$ cat config.mk
export PLATFORM = sky130hd
export DESIGN_NAME = unidade_controle
export DESIGN_NICKNAME = d
export VERILOG_FILES = /design/src/rtl/unidade_controle.sv
export SDC_FILE = /design/constraint.sdc
export NUM_CORES = 1
export LEC_CHECK = 0
export BUFFER_PORTS_ARGS = -buffer_cell sky130_fd_sc_hd__clkbuf_2
export CORE_AREA = 2 2 39 41
export DETAILED_ROUTE_END_ITERATION = 16
export DIE_AREA = 0 0 41 43
export GPL_TIMING_DRIVEN = 0
export PLACE_DENSITY = 0.77
export SKIP_CTS_REPAIR_TIMING = 1
export SYNTH_ARGS = -nofsm -noshare
export SYNTH_HDL_FRONTEND = slang
export SYNTH_SLANG_ARGS = --single-unit
$ cat constraint.sdc
create_clock -name clock -period 2.7 [get_ports clock]
set_input_delay 0.27 -clock clock [delete_from_list [all_inputs] [get_ports clock]]
set_output_delay 0.27 -clock clock [all_outputs]
set_load 0.01 [all_outputs]
$ cat src/rtl/unidade_controle.sv
// unidade_controle: Moore control unit for the memory-game datapath.
// Sequences each round: it replays the stored sequence against the player's
// presses, then stores one new play and advances the round. The game ends in
// a win, an error or a timeout, and holds there until a new start request.
`timescale 1ns/1ps

module unidade_controle #(
    parameter bit TIMEOUT_EN = 1'b1
) (
    input  logic       clock,
    input  logic       reset,
    input  logic       iniciar,
    input  logic       jogada_feita,
    input  logic       jogada_correta,
    input  logic       enderecoIgualRodada,
    input  logic       fimCR,
    input  logic       timeout,
    output logic       zeraR,
    output logic       registraR,
    output logic       zeraCR,
    output logic       contaCR,
    output logic       zeraCE,
    output logic       contaCE,
    output logic       zeraT,
    output logic       contaT,
    output logic       grava,
    output logic       pronto,
    output logic       ganhou,
    output logic       perdeu,
    output logic       timeout_flag,
    output logic [3:0] db_estado
);

    typedef enum logic [3:0] {
        INICIAL        = 4'd0,
        PREPARACAO     = 4'd1,
        INICIO_RODADA  = 4'd2,
        ESPERA_JOGADA  = 4'd3,
        REGISTRA       = 4'd4,
        COMPARACAO     = 4'd5,
        PROXIMO        = 4'd6,
        ESPERA_NOVA    = 4'd7,
        GRAVA_JOGADA   = 4'd8,
        PROXIMA_RODADA = 4'd9,
        FIM_ACERTOU    = 4'd10,
        FIM_ERROU      = 4'd11,
        FIM_TIMEOUT    = 4'd12
    } estado_t;

    estado_t estado_q;
    estado_t estado_d;

    // A timeout only counts when the feature is enabled at elaboration time.
    logic timeout_ativo;
    assign timeout_ativo = timeout & TIMEOUT_EN;

    // State register; reset returns to the idle state from anywhere, mid-round included.
    always_ff @(posedge clock) begin
        if (reset) begin
            estado_q <= INICIAL;
        end else begin
            estado_q <= estado_d;
        end
    end

    // Next-state logic; timeout is checked before a key press in both wait states.
    always_comb begin
        estado_d = estado_q;
        case (estado_q)
            INICIAL:        estado_d = iniciar ? PREPARACAO : INICIAL;
            PREPARACAO:     estado_d = INICIO_RODADA;
            INICIO_RODADA:  estado_d = ESPERA_JOGADA;
            ESPERA_JOGADA: begin
                if (timeout_ativo) begin
                    estado_d = FIM_TIMEOUT;
                end else if (jogada_feita) begin
                    estado_d = REGISTRA;
                end else begin
                    estado_d = ESPERA_JOGADA;
                end
            end
            REGISTRA:       estado_d = COMPARACAO;
            COMPARACAO: begin
                if (!jogada_correta) begin
                    estado_d = FIM_ERROU;
                end else if (enderecoIgualRodada && fimCR) begin
                    estado_d = FIM_ACERTOU;
                end else if (enderecoIgualRodada) begin
                    estado_d = ESPERA_NOVA;
                end else begin
                    estado_d = PROXIMO;
                end
            end
            PROXIMO:        estado_d = ESPERA_JOGADA;
            ESPERA_NOVA: begin
                if (timeout_ativo) begin
                    estado_d = FIM_TIMEOUT;
                end else if (jogada_feita) begin
                    estado_d = GRAVA_JOGADA;
                end else begin
                    estado_d = ESPERA_NOVA;
                end
            end
            GRAVA_JOGADA:   estado_d = PROXIMA_RODADA;
            PROXIMA_RODADA: estado_d = INICIO_RODADA;
            FIM_ACERTOU,
            FIM_ERROU,
            FIM_TIMEOUT:    estado_d = iniciar ? PREPARACAO : estado_q;
            default:        estado_d = INICIAL;
        endcase
    end

    // Moore output decode; every strobe depends on the current state only.
    always_comb begin
        zeraR        = 1'b0;
        registraR    = 1'b0;
        zeraCR       = 1'b0;
        contaCR      = 1'b0;
        zeraCE       = 1'b0;
        contaCE      = 1'b0;
        zeraT        = 1'b0;
        contaT       = 1'b0;
        grava        = 1'b0;
        pronto       = 1'b0;
        ganhou       = 1'b0;
        perdeu       = 1'b0;
        timeout_flag = 1'b0;
        case (estado_q)
            PREPARACAO: begin
                zeraCR = 1'b1;
                zeraCE = 1'b1;
                zeraR  = 1'b1;
                zeraT  = 1'b1;
            end
            INICIO_RODADA: begin
                zeraCE = 1'b1;
                zeraT  = 1'b1;
            end
            ESPERA_JOGADA:  contaT = 1'b1;
            REGISTRA: begin
                registraR = 1'b1;
                zeraT     = 1'b1;
            end
            PROXIMO:        contaCE = 1'b1;
            ESPERA_NOVA:    contaT = 1'b1;
            GRAVA_JOGADA:   grava = 1'b1;
            PROXIMA_RODADA: begin
                contaCR = 1'b1;
                zeraT   = 1'b1;
            end
            FIM_ACERTOU: begin
                pronto = 1'b1;
                ganhou = 1'b1;
            end
            FIM_ERROU: begin
                pronto = 1'b1;
                perdeu = 1'b1;
            end
            FIM_TIMEOUT: begin
                pronto       = 1'b1;
                perdeu       = 1'b1;
                timeout_flag = 1'b1;
            end
            default: begin
            end
        endcase
    end

    assign db_estado = estado_q;

endmodule

# Yosys cells after proc, flatten, opt, wreduce, memory -nomap -nowiden
# Index checks and enable logic that the tools add are counted.
[totals]
reg_bits = 4
in_bits = 8
output_inout_bits = 17
[classes]
eq_ne = 13
muxes = 22
n_reduce_logical = 9
[ops]
columns = ["cell", "count"]
rows = [
  ["$pmux W4 S9", 1],
  ["$mux W4", 6],
  ["$eq A4 B4 Y1 const B", 5],
  ["$eq A4 B3 Y1 const B", 4],
  ["$mux W1", 14],
  ["$reduce_or A2 Y1", 5],
  ["$eq A4 B2 Y1 const B", 2],
  ["$eq A4 B1 Y1 const B", 1],
  ["$logic_not A4 Y1", 1],
  ["$reduce_or A4 Y1", 1],
  ["$mux W3", 1],
  ["$reduce_or A3 Y1", 1],
  ["$ne A2 B1 Y1 const B", 1],
  ["$logic_and A1 B1 Y1", 1],
]

# Longest topological paths before layout
[depth]
ltp_word = 4
mapped_depth = 5
ltp_nobuf = 4

# Worst setup path after synthesis
# Ideal clock, no wire load.
[synth_path]
path_kind = "register to output"
start = "register estado_q[3] (netlist: db_estado[3])"
end = "output port zeraT"
t_arrival_ns = 1.190
required_time_ns = 2.430
slack_ns = 1.240
stages_incl_launch_ff = 5
cell_sequence = "dfxtp_1 -> buf_6 -> nand2b_4 -> nor3_1 -> o21bai_1"
[synth_between]
elab_chain_cells = 3
word_cells_on_any_way = 6
classes_between = "eq/ne: 4; mux: 1; reduce/logical: 1"
[synth_lines]
columns = ["element", "line_no", "source"]
rows = [
  ["start, declared", "50", "estado_t estado_q;"],
  ["start signal, assigned", "62", "estado_q <= estado_d;"],
  ["$eq A4 B4 Y1, or another cell as far along", "128", "case (estado_q)"],
  ["$reduce_or A4 Y1 (no line) *", "n/a", ""],
  ["$mux W1 *", "128", ""],
  ["end, declared", "24", "output logic zeraT,"],
]
# Mark *: on every way between the ends. The rest lies on a longest branch, timed or not.

# Final worst setup path
[layout_path]
start = "register estado_q[0] (netlist: db_estado[0])"
end = "output port pronto"
[layout_between]
elab_chain_cells = 3
word_cells_on_any_way = 5
classes_between = "eq/ne: 3; mux: 1; reduce/logical: 1"
[layout_lines]
columns = ["element", "line_no", "source"]
rows = [
  ["$eq A4 B4 Y1", "128", ""],
  ["$reduce_or A3 Y1 (no line) *", "n/a", ""],
  ["$mux W1 *", "128", ""],
  ["end, declared", "27", "output logic pronto,"],
]
# Marks and branches as above.

==> summary.txt <==
Type of element launching the critical path: flop
Synth Net Count: 71
Net load switching power: 0.000105 W
Drt pass-1 iters: 5
Fillers: 140
Critical-path maximum fanout: 9
Vias in the first global route: 481
Number of antenna cells inserted: 0
Cell area after synthesis: 500 um^2
Cell Area, Placed: 641 um^2
Worst setup path startpoint: db_estado[0]$_SDFFE_PP0P_
First-pass GRT wire length: 1980 um
Via Count: 555
Power share of the clock group: 27.1%
Status: finished clean
Clk sinks: 4
Per-cell routed wire length: 11.8 um
Commonest cells after routing, fill and taps aside: sky130_fd_sc_hd__clkbuf_2 (24), sky130_fd_sc_hd__nor2_1 (11), sky130_fd_sc_hd__dfxtp_1 (4)
Synth Area in Adders: 0%
Count of final hold-check violations: 0
Class of the tightest hold or removal check: in -> reg
Layout cells sized above 1: 47.8%
Relative contribution of combinational cells to total power: 45.6%
Endpoint kind of the worst setup timing path: output port
Fraction of the yosys area taken by sequential cells: 16.0%
Largest register FFs: 4
Aggregate global-route resource usage: 15.7%
Multiplexer share of the synthesized area: 3.00%
PwrDens: 418 nW/um^2
Complex-gate fraction of the synthesized area: 35.0%
Count of max-cap constraint violations: 0
Worst-Skew Late Latency: 240 ps
Main combinational cell family by area after synthesis: simple AND/OR/NAND/NOR gates
Area of the core region: 1380 um^2
Height of the die: 43 um
Achievable Freq: 0.577 GHz
Launching point of the worst reg2reg path: db_estado[0]$_SDFFE_PP0P_
Post-synthesis instance total: 63
Fin crit period: 1730 ps
DIE AREA: 1760 um^2
Leading cell type in the layout, fill and taps excluded: sky130_fd_sc_hd__clkbuf_2
Net Sw Frac: 37.9%
Setup TNS Final: 0 ps
Cell Rows: 14
Drt via density: 5.24
Internal Power: 0.000172 W
Horizontal die dimension: 41 um
DRC violations left: 0
Worst vdd ir: 265 uV
Grt total ovfl: 0
Average cell area after synthesis: 7.94 um^2
H-tree lvl count: 1
Basic-gate share of the synthesized area counting and, or, nand and nor cells: 35.0%
Critical path start-end classification: reg -> out
Gpl congestion: 0.809
Worst clock skew on the final layout: 2.77 ps
Maximum buffer depth of the clock tree: 2
Number of distinct library cell variants in the gate-level netlist after synthesis: 36
Net count of the finished layout: 100
Data arrival, critical path: 1460 ps
Hold path startpoint: reset
Ports: 25
Standby leakage power: 0.316 nW
Post-synthesis sequential element count: 4
Number of antenna violations at the first check in global routing: 0
DRT Wirelength: 1250 um
Total of buffers placed on input and output ports: 24
Num CTS Buffers: 3
Slew at the pin closest to its max-slew limit: 348 ps
Max Transition Viols Final: 0
Area growth from synthesis to layout: 32.5%
Initial standard-cell utilization of the core: 36.2%
Iteration-0 DRC Markers: 8
Post-synthesis xor/xnor area fraction: 0%
Post-route clock period utilization: 64.2%
Maximum number of pins on one net before global-route repair: 11
Count of antenna-violating nets left after detailed routing: 0
Final Cell Area: 663 um^2
Share of power burned in registers: 27.3%
CP Data Required Time: 2430 ps
Setup Viol. Count Final: 0
RSZ-0062 raised after global routing: no
Worst-case headroom to the max-slew limit: 76.8%
Worst setup slack for register-to-register paths: 1370 ps
Root cell of the clock tree: sky130_fd_sc_hd__clkbuf_4
TritonCTS clock tree: done
Ys Warns: 0
Post-DP HPWL: 981 um
Register clock-pin slew on the reported worst setup and hold paths: 40 ps
## synth_stat cells, drive strengths merged
master / n / area (um^2)
nor2: 13 / 67.6
buf: 4 / 37.5
dfxtp: 4 / 80.1
inv: 4 / 17.5
nand2b: 4 / 42.6
o21ai: 4 / 20.0
a21oi: 3 / 18.8
nor3: 3 / 15.0
o21a: 3 / 22.5
a21boi: 2 / 15.0
nand2: 2 / 10.0
o21bai: 2 / 15.0
a2111oi: 1 / 15.0
a211oi: 1 / 12.5
a21o: 1 / 7.51
a222oi: 1 / 10.0
a22oi: 1 / 7.51
a2bb2oi: 1 / 8.76
a31oi: 1 / 6.26
and2: 1 / 6.26
and2b: 1 / 7.51
mux2: 1 / 15.0
nand3: 1 / 5.00
nand3b: 1 / 7.51
nor2b: 1 / 6.26
o32ai: 1 / 16.3
or4: 1 / 7.51
## stage by stage
step | utilization (%) | total power [W] | hold slack [ps] | std cells | worst slack (ps)
floorplan | - | 0.000161 | 339 | 63 | 1240
global placement | 46.3 | 0.000200 | 528 | 103 | 1240
detailed placement | 46.3 | 0.000204 | 529 | 103 | 1210
CTS | 47.9 | 0.000282 | 277 | 106 | 961
global route | 47.9 | 0.000300 | 290 | 106 | 865
finish | 47.9 | 0.000277 | 288 | 106 | 967
## final timing paths
path,endpoint,cells past startpoint
min reg2reg,db_estado[0]$_SDFFE_PP0P_,3
max reg2reg,db_estado[0]$_SDFFE_PP0P_,3
min,db_estado[3]$_SDFFE_PP0P_,2
max,pronto,4
## critical path, stage by stage (launching register included)
cell,delay [ps]
sky130_fd_sc_hd__dfxtp_1,520
sky130_fd_sc_hd__nor2_2,150
sky130_fd_sc_hd__mux2_4,290
sky130_fd_sc_hd__and2_1,150
sky130_fd_sc_hd__clkbuf_2,120
## power groups by stage
stage	Sequential, W	Clock, W	Combinational [W]
6_report	0.0000757	0.0000752	0.000127
5_1_grt	0.0000768	0.0000824	0.000141
4_1_cts	0.0000756	0.0000786	0.000127
3_5_place_dp	0.0000765	0	0.000127
3_3_place_gp	0.0000761	0	0.000124
2_1_floorplan	0.0000774	0	0.0000836
## logic make-up after synthesis
kind of cell,after synthesis
compound gates,22
buf+inv,8
flops,4
mux,1
simple gates,28
## area by class of cell
class | instances | area (um^2) | share of cell area [%]
well taps | 16 | 20.0 | 3.02
inverters | 4 | 17.5 | 2.64
clock buffers | 3 | 22.5 | 3.40
multi-input cells | 51 | 365 | 55.1
repair buffers | 24 | 120 | 18.1
flip-flops and latches | 4 | 80.1 | 12.1
plain buffers | 4 | 37.5 | 5.66
## layer usage
metal | wire [um] | global-route usage, % | part of all wire (%)
met5 | 0 | 0 | 0
met4 | 7 | 0.667 | 0.56
met3 | 88 | 4.71 | 7.0
met2 | 622 | 25.6 | 50
met1 | 535 | 20.8 | 43
(Power assumes the default switching activity.)
